`src/rtl/lcd_bus_if.sv`:
```
// lcd_bus_if
//  Bundles the two byte-requester handshakes and the HD44780 write bus that
//  lcd_bus_arbiter owns.
//  Requester n (n = 0, 1):
//    reqn   requester has a byte; held with rsn/datan/lockn stable until ackn
//    rsn    register select for the byte (0 = command, 1 = data)
//    datan  the byte
//    lockn  keep the bus for this requester's next byte
//    ackn   1-cycle pulse from the arbiter when the byte is accepted
//  LCD bus and status (driven by the arbiter):
//    rs, rw, enable, data   HD44780 write-side pins (rw always 0)
//    init_done              power-up init sequence has completed
//    busy                   arbiter is not idle
//  Modports: master = the arbiter, slave = requesters / bus observers.
interface lcd_bus_if;
  logic       req0;
  logic       rs0;
  logic [7:0] data0;
  logic       lock0;
  logic       ack0;
  logic       req1;
  logic       rs1;
  logic [7:0] data1;
  logic       lock1;
  logic       ack1;
  logic       rs;
  logic       rw;
  logic       enable;
  logic [7:0] data;
  logic       init_done;
  logic       busy;

  modport master (
    input  req0, rs0, data0, lock0,
    input  req1, rs1, data1, lock1,
    output ack0, ack1,
    output rs, rw, enable, data, init_done, busy
  );

  modport slave (
    output req0, rs0, data0, lock0,
    output req1, rs1, data1, lock1,
    input  ack0, ack1,
    input  rs, rw, enable, data, init_done, busy
  );
endinterface

```
`src/rtl/lcd_bus_arbiter.sv`:
```
// lcd_bus_arbiter
//  Sole owner of the HD44780 write bus. After reset it waits POWERUP_CYCLES,
//  writes the init bytes 38/0C/01/06 (rs=0), then shares the bus round-robin
//  between requester 0 (face/figure engine) and requester 1 (status/sleep
//  engine), with an optional lock that lets one requester keep the bus.
//  Every byte is written as SETUP (1 cycle) -> PULSE (enable high
//  ENABLE_CYCLES) -> WAIT (CMD_WAIT_CYCLES, or CLEAR_WAIT_CYCLES for the
//  clear/home commands).
//  Ports:
//    clk    system clock
//    reset  synchronous, active-high reset
//    bus    lcd_bus_if.master: requester handshakes in, acks and LCD bus out
module lcd_bus_arbiter #(
  parameter int POWERUP_CYCLES    = 2500000,
  parameter int ENABLE_CYCLES     = 25,
  parameter int CMD_WAIT_CYCLES   = 2500,
  parameter int CLEAR_WAIT_CYCLES = 100000
) (
  input  logic       clk,
  input  logic       reset,
  lcd_bus_if.master  bus
);

  localparam int MAX_AB = (POWERUP_CYCLES > ENABLE_CYCLES) ? POWERUP_CYCLES : ENABLE_CYCLES;
  localparam int MAX_CD = (CMD_WAIT_CYCLES > CLEAR_WAIT_CYCLES) ? CMD_WAIT_CYCLES : CLEAR_WAIT_CYCLES;
  localparam int MAX_CYCLES = (MAX_AB > MAX_CD) ? MAX_AB : MAX_CD;
  localparam int CNT_W = $clog2(MAX_CYCLES) + 1;

  typedef enum logic [2:0] {
    ST_POWERUP,
    ST_SETUP,
    ST_PULSE,
    ST_WAIT,
    ST_IDLE
  } state_t;

  state_t           state_q, state_d;
  logic [CNT_W-1:0] cnt_q, cnt_d;
  logic [1:0]       init_idx_q, init_idx_d;
  logic             rs_q, rs_d;
  logic [7:0]       data_q, data_d;
  logic             enable_q, enable_d;
  logic             ack0_q, ack0_d;
  logic             ack1_q, ack1_d;
  logic             init_done_q, init_done_d;
  logic             busy_q, busy_d;
  logic             rr_q, rr_d;
  logic             owner_valid_q, owner_valid_d;
  logic             owner_q, owner_d;

  logic [1:0] req_vec;
  logic [1:0] rs_vec;
  logic [1:0] lock_vec;
  logic       grant_valid;
  logic       grant_id;
  logic       long_wait;

  assign req_vec  = {bus.req1, bus.req0};
  assign rs_vec   = {bus.rs1, bus.rs0};
  assign lock_vec = {bus.lock1, bus.lock0};

  function automatic logic [7:0] init_byte(input logic [1:0] idx);
    logic [7:0] b;
    case (idx)
      2'd0:    b = 8'h38;
      2'd1:    b = 8'h0C;
      2'd2:    b = 8'h01;
      default: b = 8'h06;
    endcase
    return b;
  endfunction

  // Clear display (01) and return home (02) need the long post-pulse wait.
  assign long_wait = !rs_q && ((data_q == 8'h01) || (data_q == 8'h02));

  // A lock owner excludes the other side even while the owner's req is low.
  always_comb begin
    grant_valid = 1'b0;
    grant_id    = 1'b0;
    if (owner_valid_q) begin
      grant_id    = owner_q;
      grant_valid = req_vec[owner_q];
    end else if (req_vec[0] && req_vec[1]) begin
      grant_id    = rr_q;
      grant_valid = 1'b1;
    end else if (req_vec[0]) begin
      grant_id    = 1'b0;
      grant_valid = 1'b1;
    end else if (req_vec[1]) begin
      grant_id    = 1'b1;
      grant_valid = 1'b1;
    end
  end

  // The counter is reloaded with (length - 1) on every state entry and the
  // state is left on the cycle it reads zero, so each state lasts exactly
  // its length.
  always_comb begin
    state_d       = state_q;
    cnt_d         = cnt_q;
    init_idx_d    = init_idx_q;
    rs_d          = rs_q;
    data_d        = data_q;
    enable_d      = enable_q;
    ack0_d        = 1'b0;
    ack1_d        = 1'b0;
    init_done_d   = init_done_q;
    rr_d          = rr_q;
    owner_valid_d = owner_valid_q;
    owner_d       = owner_q;

    case (state_q)
      ST_POWERUP: begin
        if (cnt_q == '0) begin
          state_d    = ST_SETUP;
          cnt_d      = '0;
          init_idx_d = 2'd0;
          rs_d       = 1'b0;
          data_d     = init_byte(2'd0);
        end else begin
          cnt_d = cnt_q - CNT_W'(1);
        end
      end

      ST_SETUP: begin
        state_d  = ST_PULSE;
        cnt_d    = CNT_W'(ENABLE_CYCLES - 1);
        enable_d = 1'b1;
      end

      ST_PULSE: begin
        if (cnt_q == '0) begin
          state_d  = ST_WAIT;
          enable_d = 1'b0;
          cnt_d    = long_wait ? CNT_W'(CLEAR_WAIT_CYCLES - 1)
                               : CNT_W'(CMD_WAIT_CYCLES - 1);
        end else begin
          cnt_d = cnt_q - CNT_W'(1);
        end
      end

      ST_WAIT: begin
        if (cnt_q == '0) begin
          cnt_d = '0;
          if (!init_done_q && (init_idx_q != 2'd3)) begin
            state_d    = ST_SETUP;
            init_idx_d = init_idx_q + 2'd1;
            rs_d       = 1'b0;
            data_d     = init_byte(init_idx_q + 2'd1);
          end else begin
            state_d     = ST_IDLE;
            init_done_d = 1'b1;
          end
        end else begin
          cnt_d = cnt_q - CNT_W'(1);
        end
      end

      ST_IDLE: begin
        cnt_d = '0;
        if (grant_valid) begin
          state_d = ST_SETUP;
          rs_d    = rs_vec[grant_id];
          data_d  = grant_id ? bus.data1 : bus.data0;
          ack0_d  = !grant_id;
          ack1_d  = grant_id;
          if (lock_vec[grant_id]) begin
            owner_valid_d = 1'b1;
            owner_d       = grant_id;
          end else begin
            owner_valid_d = 1'b0;
            rr_d          = !grant_id;
          end
        end
      end

      default: begin
        state_d = ST_POWERUP;
        cnt_d   = CNT_W'(POWERUP_CYCLES - 1);
      end
    endcase

    busy_d = (state_d != ST_IDLE);
  end

  always_ff @(posedge clk) begin
    if (reset) begin
      state_q       <= ST_POWERUP;
      cnt_q         <= CNT_W'(POWERUP_CYCLES - 1);
      init_idx_q    <= 2'd0;
      rs_q          <= 1'b0;
      data_q        <= 8'h00;
      enable_q      <= 1'b0;
      ack0_q        <= 1'b0;
      ack1_q        <= 1'b0;
      init_done_q   <= 1'b0;
      busy_q        <= 1'b1;
      rr_q          <= 1'b0;
      owner_valid_q <= 1'b0;
      owner_q       <= 1'b0;
    end else begin
      state_q       <= state_d;
      cnt_q         <= cnt_d;
      init_idx_q    <= init_idx_d;
      rs_q          <= rs_d;
      data_q        <= data_d;
      enable_q      <= enable_d;
      ack0_q        <= ack0_d;
      ack1_q        <= ack1_d;
      init_done_q   <= init_done_d;
      busy_q        <= busy_d;
      rr_q          <= rr_d;
      owner_valid_q <= owner_valid_d;
      owner_q       <= owner_d;
    end
  end

  assign bus.rs        = rs_q;
  assign bus.rw        = 1'b0;
  assign bus.enable    = enable_q;
  assign bus.data      = data_q;
  assign bus.ack0      = ack0_q;
  assign bus.ack1      = ack1_q;
  assign bus.init_done = init_done_q;
  assign bus.busy      = busy_q;

endmodule

```
`src/flat_wrapper.sv`:
```
// flat-port wrapper written by rule: the top's interface ports become plain ports
module lcd_bus_arbiter_flat 
#(
  parameter int POWERUP_CYCLES    = 2500000,
  parameter int ENABLE_CYCLES     = 25,
  parameter int CMD_WAIT_CYCLES   = 2500,
  parameter int CLEAR_WAIT_CYCLES = 100000
)
  (clk, reset, bus_req0, bus_rs0, bus_data0, bus_lock0, bus_req1, bus_rs1, bus_data1, bus_lock1, bus_ack0, bus_ack1, bus_rs, bus_rw, bus_enable, bus_data, bus_init_done, bus_busy);
  lcd_bus_if bus_i ();
  input  logic clk;
  input  logic reset;
  input wire logic [$bits(bus_i.req0)-1:0] bus_req0;
  input wire logic [$bits(bus_i.rs0)-1:0] bus_rs0;
  input wire logic [$bits(bus_i.data0)-1:0] bus_data0;
  input wire logic [$bits(bus_i.lock0)-1:0] bus_lock0;
  input wire logic [$bits(bus_i.req1)-1:0] bus_req1;
  input wire logic [$bits(bus_i.rs1)-1:0] bus_rs1;
  input wire logic [$bits(bus_i.data1)-1:0] bus_data1;
  input wire logic [$bits(bus_i.lock1)-1:0] bus_lock1;
  output wire logic [$bits(bus_i.ack0)-1:0] bus_ack0;
  output wire logic [$bits(bus_i.ack1)-1:0] bus_ack1;
  output wire logic [$bits(bus_i.rs)-1:0] bus_rs;
  output wire logic [$bits(bus_i.rw)-1:0] bus_rw;
  output wire logic [$bits(bus_i.enable)-1:0] bus_enable;
  output wire logic [$bits(bus_i.data)-1:0] bus_data;
  output wire logic [$bits(bus_i.init_done)-1:0] bus_init_done;
  output wire logic [$bits(bus_i.busy)-1:0] bus_busy;
  assign bus_i.req0 = bus_req0;
  assign bus_i.rs0 = bus_rs0;
  assign bus_i.data0 = bus_data0;
  assign bus_i.lock0 = bus_lock0;
  assign bus_i.req1 = bus_req1;
  assign bus_i.rs1 = bus_rs1;
  assign bus_i.data1 = bus_data1;
  assign bus_i.lock1 = bus_lock1;
  assign bus_ack0 = bus_i.ack0;
  assign bus_ack1 = bus_i.ack1;
  assign bus_rs = bus_i.rs;
  assign bus_rw = bus_i.rw;
  assign bus_enable = bus_i.enable;
  assign bus_data = bus_i.data;
  assign bus_init_done = bus_i.init_done;
  assign bus_busy = bus_i.busy;
  lcd_bus_arbiter #(.POWERUP_CYCLES(POWERUP_CYCLES), .ENABLE_CYCLES(ENABLE_CYCLES), .CMD_WAIT_CYCLES(CMD_WAIT_CYCLES), .CLEAR_WAIT_CYCLES(CLEAR_WAIT_CYCLES)) u_core (.clk(clk), .reset(reset), .bus(bus_i));
endmodule
```
`config.mk`:
```
export PLATFORM = sky130hd
export DESIGN_NAME = lcd_bus_arbiter_flat
export DESIGN_NICKNAME = d
export VERILOG_FILES = /design/src/rtl/lcd_bus_if.sv /design/src/rtl/lcd_bus_arbiter.sv /design/src/flat_wrapper.sv
export SDC_FILE = /design/constraint.sdc
export NUM_CORES = 1
export LEC_CHECK = 0
export CAP_MARGIN = 20
export CORE_ASPECT_RATIO = 0.5
export CORE_UTILIZATION = 48
export DETAILED_ROUTE_END_ITERATION = 12
export PLACE_DENSITY_LB_ADDON = 0.05
export SLEW_MARGIN = 10
export SYNTH_ARGS = -nofsm -noshare
export SYNTH_HDL_FRONTEND = slang
export SYNTH_SLANG_ARGS = --single-unit
```
`constraint.sdc`:
```
create_clock -name clk -period 2.3 [get_ports clk]
set_input_delay 0.23 -clock clk [delete_from_list [all_inputs] [get_ports clk]]
set_output_delay 0.23 -clock clk [all_outputs]
set_load 0.05 [all_outputs]
```
==> impl_summary.txt <==
----------------------------------------------------
[Worst hold path]
  Min-Delay Startpoint ... u_core.bus.enable$_SDFFE_PP0P_
  Min-delay worst type ... reg -> reg
  WHS Path Cells ... 2
  Hold Path Sink ... u_core.bus.enable$_SDFFE_PP0P_

[Yosys]
  Share of flip-flops with an asynchronous set or reset ... 0%
  Most numerous cell types in the synthesized netlist ... 45 x dfxtp_1, 29 x nor2_1, 22 x nand2_1
  Number of synthesis warnings ... 0
  Cell taking the most area after synthesis ... dfxtp_1
  Mean area per synthesized cell ... 8.36 µm²
  Post-Syn Nets ... 325
  Post-synthesis instance area ... 2470 µm²
  Seq/Total Area, Yosys ... 36.5%
  Number of distinct library cells after synthesis ... 49
  Top post-synthesis cells by area ... dfxtp_1 37%, xnor2_1 5.7%, nor2_1 4.4%
  Number of flops mapped to enable cells by yosys ... 0
  Flops & latches, synth ... 45
  Top flip-flop cell by instance count after synthesis ... dfxtp_1
  Number of cells produced by synthesis ... 295
  Most used standard cell by instance count after synthesis ... dfxtp_1
  Area fraction of the dominant cell type after synthesis ... 36.5%

[Clock network]
  Library cell used as clock root buffer ... clkbuf_8
  Clk Latency, worst-skew pair ... 0.30 ns
  Number of buffers inserted during clock tree synthesis ... 5
  Clock tree from TritonCTS ... done
  Number of clock sinks ... 45
  CTS Buffer Depth ... 2
  Clock transition at the register clock pins on the worst setup and hold paths after CTS ... 0.09 ns
  Depth of the CTS H-tree ... 2

[Setup path]
  Delay of the slowest cell on the worst path ... 0.53 ns
  Critical path capture point type ... flip-flop
  R2R Setup Slk ... -0.02 ns
  Cells along the critical path ... or4_4 > or4_4 > nor3_4 > buf_4 > a2bb2oi_2 > buf_6 > o31ai_1
  Arrival time at the worst endpoint ... 2.48 ns
  Launching element type of the critical path ... flip-flop
  FF-to-FF path depth ... 7
  Standard cell with the maximum stage delay on the critical path ... or4_4
  Cell mode on critical path ... or4_4
  Launching element of the worst setup path ... u_core.cnt_q[9]$_SDFF_PP0_
  Worst Path Required ... 2.46 ns
  Maximum net fanout on the critical path ... 7
  Class of the most critical setup path ... reg -> reg
  Critical register-to-register path endpoint ... u_core.cnt_q[4]$_SDFF_PP1_
  FF-to-FF Start ... u_core.cnt_q[9]$_SDFF_PP0_

[Global routing]
  Grt total ovfl ... 0
  Global-route wire length before repair ... 9980 µm
  Vias in the first global route ... 2109
  Number of antenna violations at the first check in global routing ... 0
  Largest net degree at the start of global routing ... 17
  Overall global routing resource usage ... 24.5%

[Timing]
  Worst rel slew slack ... 48.7%
  Final slew viol count ... 0
  # setup viols final ... 2
  Achievable frequency ... 431 MHz
  Clock Skew ... 0.00510 ns
  Worst Tran Pin Value ... 0.762 ns
  RSZ-0062 raised after global routing ... yes
  Final setup margin ... -0.0200 ns
  Part of the cycle the worst path needs ... 101%
  Final hold violation count ... 0
  Post-Route Setup TNS ... -0.0268 ns
  Period minus WS final ... 2.32 ns

[Die]
  Die X ... 103 µm
  Number of core rows ... 18
  Boundary Pins ... 39
  Full die area ... 5450 µm²
  Core area ... 4930 µm²
  Effective utilization at floorplan ... 50.0%
  Vertical extent of the die ... 52.7 µm

[Cells and area]
  Layout Nets ... 380
  Area growth from synthesis to final layout ... 31.2%
  Count of antenna diodes in the layout ... 0
  Post-route design area ... 3240 µm²
  Fraction of final layout cells sized beyond drive strength 1 ... 15.7%
  Final design utilization ... 65.6%
  Non-filler instance count after layout ... 421

[Routing]
  Post-detailed-route count of antenna-violating nets ... 0
  Routed wire per std cell ... 15.2 µm
  Drt first-iter violations ... 98
  Remaining DRCs ... 0
  Mean number of vias per cell ... 5.64
  Number of iterations in the first detailed-routing pass ... 4
  Via total after detailed routing ... 2374
  Post-detailed-routing wire length ... 6410 µm

[Place]
  Detail Placement HPWL ... 4720 µm
  DP Cell Count ... 411
  Pre-CTS WS ... -0.00445 ns
  Count of input and output buffers ... 37
  Placed standard-cell area ... 3030 µm²
  Final weighted congestion of routability-driven global placement ... 0.936

[Pwr]
  Pleak ... 0.00123 µW
  Power density over the cells ... 499 nW/µm²
  Max rail drop VDD ... 265 µV

[Run status]
  Status ... finished with violations
  Failing checks ... negative setup slack

[Run]
  # Max-Cap Violations ... 0

----------------------------------------------------
-- metal layers --
| layer | wire (µm) | GRT usage, % | up-vias |
|---|---|---|---|
| met2 | 2870 | 38.1 | 62 |
| met3 | 320 | 5.47 | 7 |
| met5 | 0 | 0 | - |
| met4 | 48 | 6.57 | 0 |
| li1 | - | - | 1193 |
| met1 | 3170 | 34.1 | 1112 |
-- worst max-delay path by stage --
stage	to	cells past startpoint	slack (ns)
finish	u_core.cnt_q[4]$_SDFF_PP1_	7	-0.02
global route	u_core.cnt_q[4]$_SDFF_PP1_	7	-0.07
CTS	u_core.cnt_q[16]$_SDFF_PP0_	6	0.01
detailed placement	u_core.cnt_q[15]$_SDFF_PP0_	5	-0.004
global placement	u_core.bus.data[4]$_SDFFE_PP0P_	7	0.06
floorplan	u_core.cnt_q[15]$_SDFF_PP0_	5	0.09
-- registers in the layout, indices dropped and copies added (netlist names) --
name / count
u_core.bus.data: 8
u_core.bus.init_done: 1
u_core.bus.enable: 1
u_core.state_q: 3
u_core.bus.ack1: 1
u_core.init_idx_q: 2
u_core.bus.ack0: 1
u_core.owner_q: 1
u_core.bus.rs: 1
u_core.cnt_q: 23
u_core.rr_q: 1
u_core.bus.busy: 1
u_core.owner_valid_q: 1
-- timing repair --
action,4_1_cts,5_1_grt
setup buffers,0,2
pin swaps,1,5
endpoints found under the setup margin,4,10
hold buffers,0,0
gates resized for setup,2,9
-- power breakdown --
group	internal, µW	total (µW)	switching, µW	leakage [µW]
registers	783	788	4.71	0.000364
logic	60.0	114	54.4	0.000795
clock network	432	712	281	0.0000681
-- through the flow --
step | total power [µW] | hold slack [ns]
CTS | 1630 | 0.496
floorplan | 858 | 0.389
global route | 1660 | 0.518
global placement | 915 | 0.467
finish | 1610 | 0.491
detailed placement | 918 | 0.479
-- cell usage in the layout (no fill, tap or decap), drive strengths merged, types with 5 or more instances in the layout --
cell type      instances
a2111oi                5
a21oi                 12
buf                   25
clkbuf                 5
clkdlybuf4s50         37
dfxtp                 45
ha                     6
inv                   11
nand2                 22
nand3                 20
nand4                 13
nor2                  29
nor3                  17
nor4                  10
o21ai                 12
or3                    5
xnor2                 16
-- cell type report --
| type | count | area (µm²) |
|---|---|---|
| clock buffer | 5 | 68.8 |
| clock inverter | 3 | 65.1 |
| fill | 440 | 1700 |
| inverter | 11 | 41.3 |
| multi-input combinational | 225 | 1510 |
| sequential | 45 | 902 |
| tap | 70 | 87.6 |
| timing repair buffer | 62 | 562 |
-- worst max-delay path, delay by kind of cell (launching register included) --
kind / cells / cell delay, ns
buffers and inverters: 2 / 0.32
DFF: 1 / 0.35
and+or+nand+nor: 3 / 1.29
AOI/OAI and AO/OA: 2 / 0.22
-- kinds of logic (layout without fill, tap and decap cells) --
family	Yosys count	after routing	share of synthesized area, %
DFF	45	45	36.5
muxes	6	6	2.59
other	1	1	0.152
buffers and inverters	25	81	4.31
xor gates and xnor gates	20	20	7.10
and+or+nand+nor	136	136	29.7
AOI/OAI and AO/OA	56	56	16.6
adders and majority gates	6	6	3.04
No activity file was read; power rests on OpenSTA's default activity.
==> RTL edit: new RTL, same flow settings <==
Re-encode `state_t` (5 states) as Gray code, 3 bits wide.
--- a/src/rtl/lcd_bus_arbiter.sv
+++ b/src/rtl/lcd_bus_arbiter.sv
@@ -28,9 +28,9 @@
 
   typedef enum logic [2:0] {
-    ST_POWERUP,
-    ST_SETUP,
-    ST_PULSE,
-    ST_WAIT,
-    ST_IDLE
+    ST_POWERUP = 3'b000,
+    ST_SETUP   = 3'b001,
+    ST_PULSE   = 3'b011,
+    ST_WAIT    = 3'b010,
+    ST_IDLE    = 3'b110
   } state_t;
 
Formal check against the unedited RTL: same outputs for any inputs over 10 cycles, from zero or initial values and one cycle with reset high; not proved beyond that.
==> RTL edit against the unedited design <==
Total power fell by 14%. Routed wire length shrank 9.0%. Worst setup slack improved by 130 ps. Final area is 5.7% lower. Sequential power about the same. Area after synthesis down 1.5%. Core utilization is 0.49 points higher. Fmax grew 5.8%. Sequential cell count unchanged.
==> RTL edit: results (changes against the unedited design) <==
run_status:
  status: "completed"  # was complete, but fails checks
yosys:
  synth_warnings: 0  # unchanged
  postSynthNetCount: 315  # was 325
  synth_area_leaders: "dfxtp_1 (37%), nor2_1 (4.8%), xor2_1 (4.3%)"  # was dfxtp_1 (37%), xnor2_1 (5.7%), nor2_1 (4.4%)
  yosysSeqAreaShare_pct: 37.1  # was 36.5%
  async_flop_share_pct: 0  # unchanged
  synth_cell_types: 54  # was 49
  synth_commonest_cells: "dfxtp_1 (45), nor2_1 (31), a21oi_1 (18), o21ai_0 (18), nand2_1 (16)"  # was dfxtp_1 (45), nor2_1 (29), nand2_1 (22)
clock_network:
  cts_inserted_buffers: 5  # unchanged
  clock_latency_ps: 310
  clk_pin_slew_ps: 80
  htreeDepth: 2  # unchanged
  clock-root-buffer: "clkbuf_8"  # unchanged
  clk_path_buf_depth: 2  # unchanged
place:
  gp_congestion: 0.834  # was 0.936
  place_hpwl_um: 4340  # was 4720 um
  io_buffers: 37  # unchanged
global_route:
  antenna_found_initial: 0  # unchanged
  grt_max_degree: 18  # was 17
  grt_pass1_vias: 2056  # was 2109
  grt_pass1_wl_um: 9600  # was 9980 um
  track_usage_pct: 24.1  # was 24.5%
timing:
  worstMarginPinSlew_ps: 523  # was 762 ps
  skew_ps: 8.39  # was 5.10 ps
  finalSetupViolations: 0  # was 2
worst_hold_path:
  hold_class: "flop to flop"  # unchanged
finish:
  largest_register_ff_count: 23  # unchanged
  fillCellCount: 402  # was 440
  top_register: "u_core.cnt_q"  # unchanged
  final_nets: 364  # was 380
  layout-drive-gt1-share_pct: 13.1  # was 15.7%
  diodes: 0  # unchanged
detailed_routing:
  first_pass_iters: 6  # was 4
  drt-initial-drc-count: 99  # was 98
  vias: 2190  # was 2374
  routedWlPerCell_um: 14.6  # was 15.2 um
critical_path:
  crit_arrival_ps: 2420  # was 2480 ps
  worstPathMaxFanout: 5  # was 7
  cpLargestDelayFamily: "simple AND/OR/NAND/NOR gates"  # unchanged
  regToRegSetupSlack_ps: 110  # was -20 ps
  max_stage_delay_ps: 600  # was 530 ps
power_and_ir_drop:
  p_leak_nw: 1.10  # was 1.23 nW
  irDropWorstVdd_mv: 0.305  # was 0.265 mV
## RTL edit: per-layer routing
metal / share of wire [%] / vias up / global-route usage (%)
li1: - / 1121 / -
met1: 52 / 992 / 33.3
met2: 40 / 67 / 35.3
met3: 6.4 / 10 / 7.07
met4: 1.2 / 0 / 8.57
met5: 0 / - / 0
## RTL edit: final cells by class
cell class	instances	area share, %
multi-input cells	219	47.6
flip-flops and latches	45	29.5
repair buffers	54	16.3
well taps	66	2.71
clock buffers	6	2.38
inverters	9	1.11
clock inverters	2	0.328
## RTL edit: power by group
| part | internal, mW | leakage, nW | switching (mW) | total, mW |
|---|---|---|---|---|
| clock | 0.211 | 0.0450 | 0.279 | 0.490 |
| sequential | 0.783 | 0.363 | 0.00462 | 0.788 |
| combinational | 0.0625 | 0.695 | 0.0484 | 0.111 |
## RTL edit: cell families (layout without fill, tap and decap cells)
family	Yosys count	count (layout)	synth area share, %
simple gates	119	119	27.9
compound gates	61	61	15.7
flops	45	45	37.1
xor+xnor	21	21	7.57
buf+inv	21	71	3.71
mux	11	11	4.79
fa+ha+maj	6	6	3.09
other cells	1	1	0.154
## RTL edit: timing repair
| action | 4_1_cts | 5_1_grt |
|---|---|---|
| gates resized for setup | 0 | 3 |
| setup endpoints to repair | 0 | 5 |
| endpoints found under the hold margin | 0 | 0 |
| setup buffers | 0 | 1 |
## RTL edit: final timing paths
kind                         start                to  cells after the start
setup / recovery  u_core.cnt_q[17]  u_core.cnt_q[11]                      5
hold / removal       u_core.bus.rs     u_core.bus.rs                      2
setup reg to reg  u_core.cnt_q[17]  u_core.cnt_q[11]                      5
hold reg to reg      u_core.bus.rs     u_core.bus.rs                      2
## RTL edit: tightest hold or removal path, stage by stage (launching register included)
cell     delay (ps)
dfxtp_1         330
nand3_1          70
a21oi_1          60
## RTL edit: stage by stage
stage | instance area (um^2) | hold WS, ps | util [%] | std cells | setup slack [ps]
finish | 3050 | 494 | 66.1 | 401 | 107
global route | 3050 | 517 | 66.1 | 401 | 11.7
CTS | 3030 | 494 | 65.6 | 400 | 99.3
detailed placement | 2950 | 486 | 63.8 | 392 | 115
global placement | 2950 | 473 | 63.8 | 392 | 163
floorplan | 2430 | 400 | - | 285 | 169
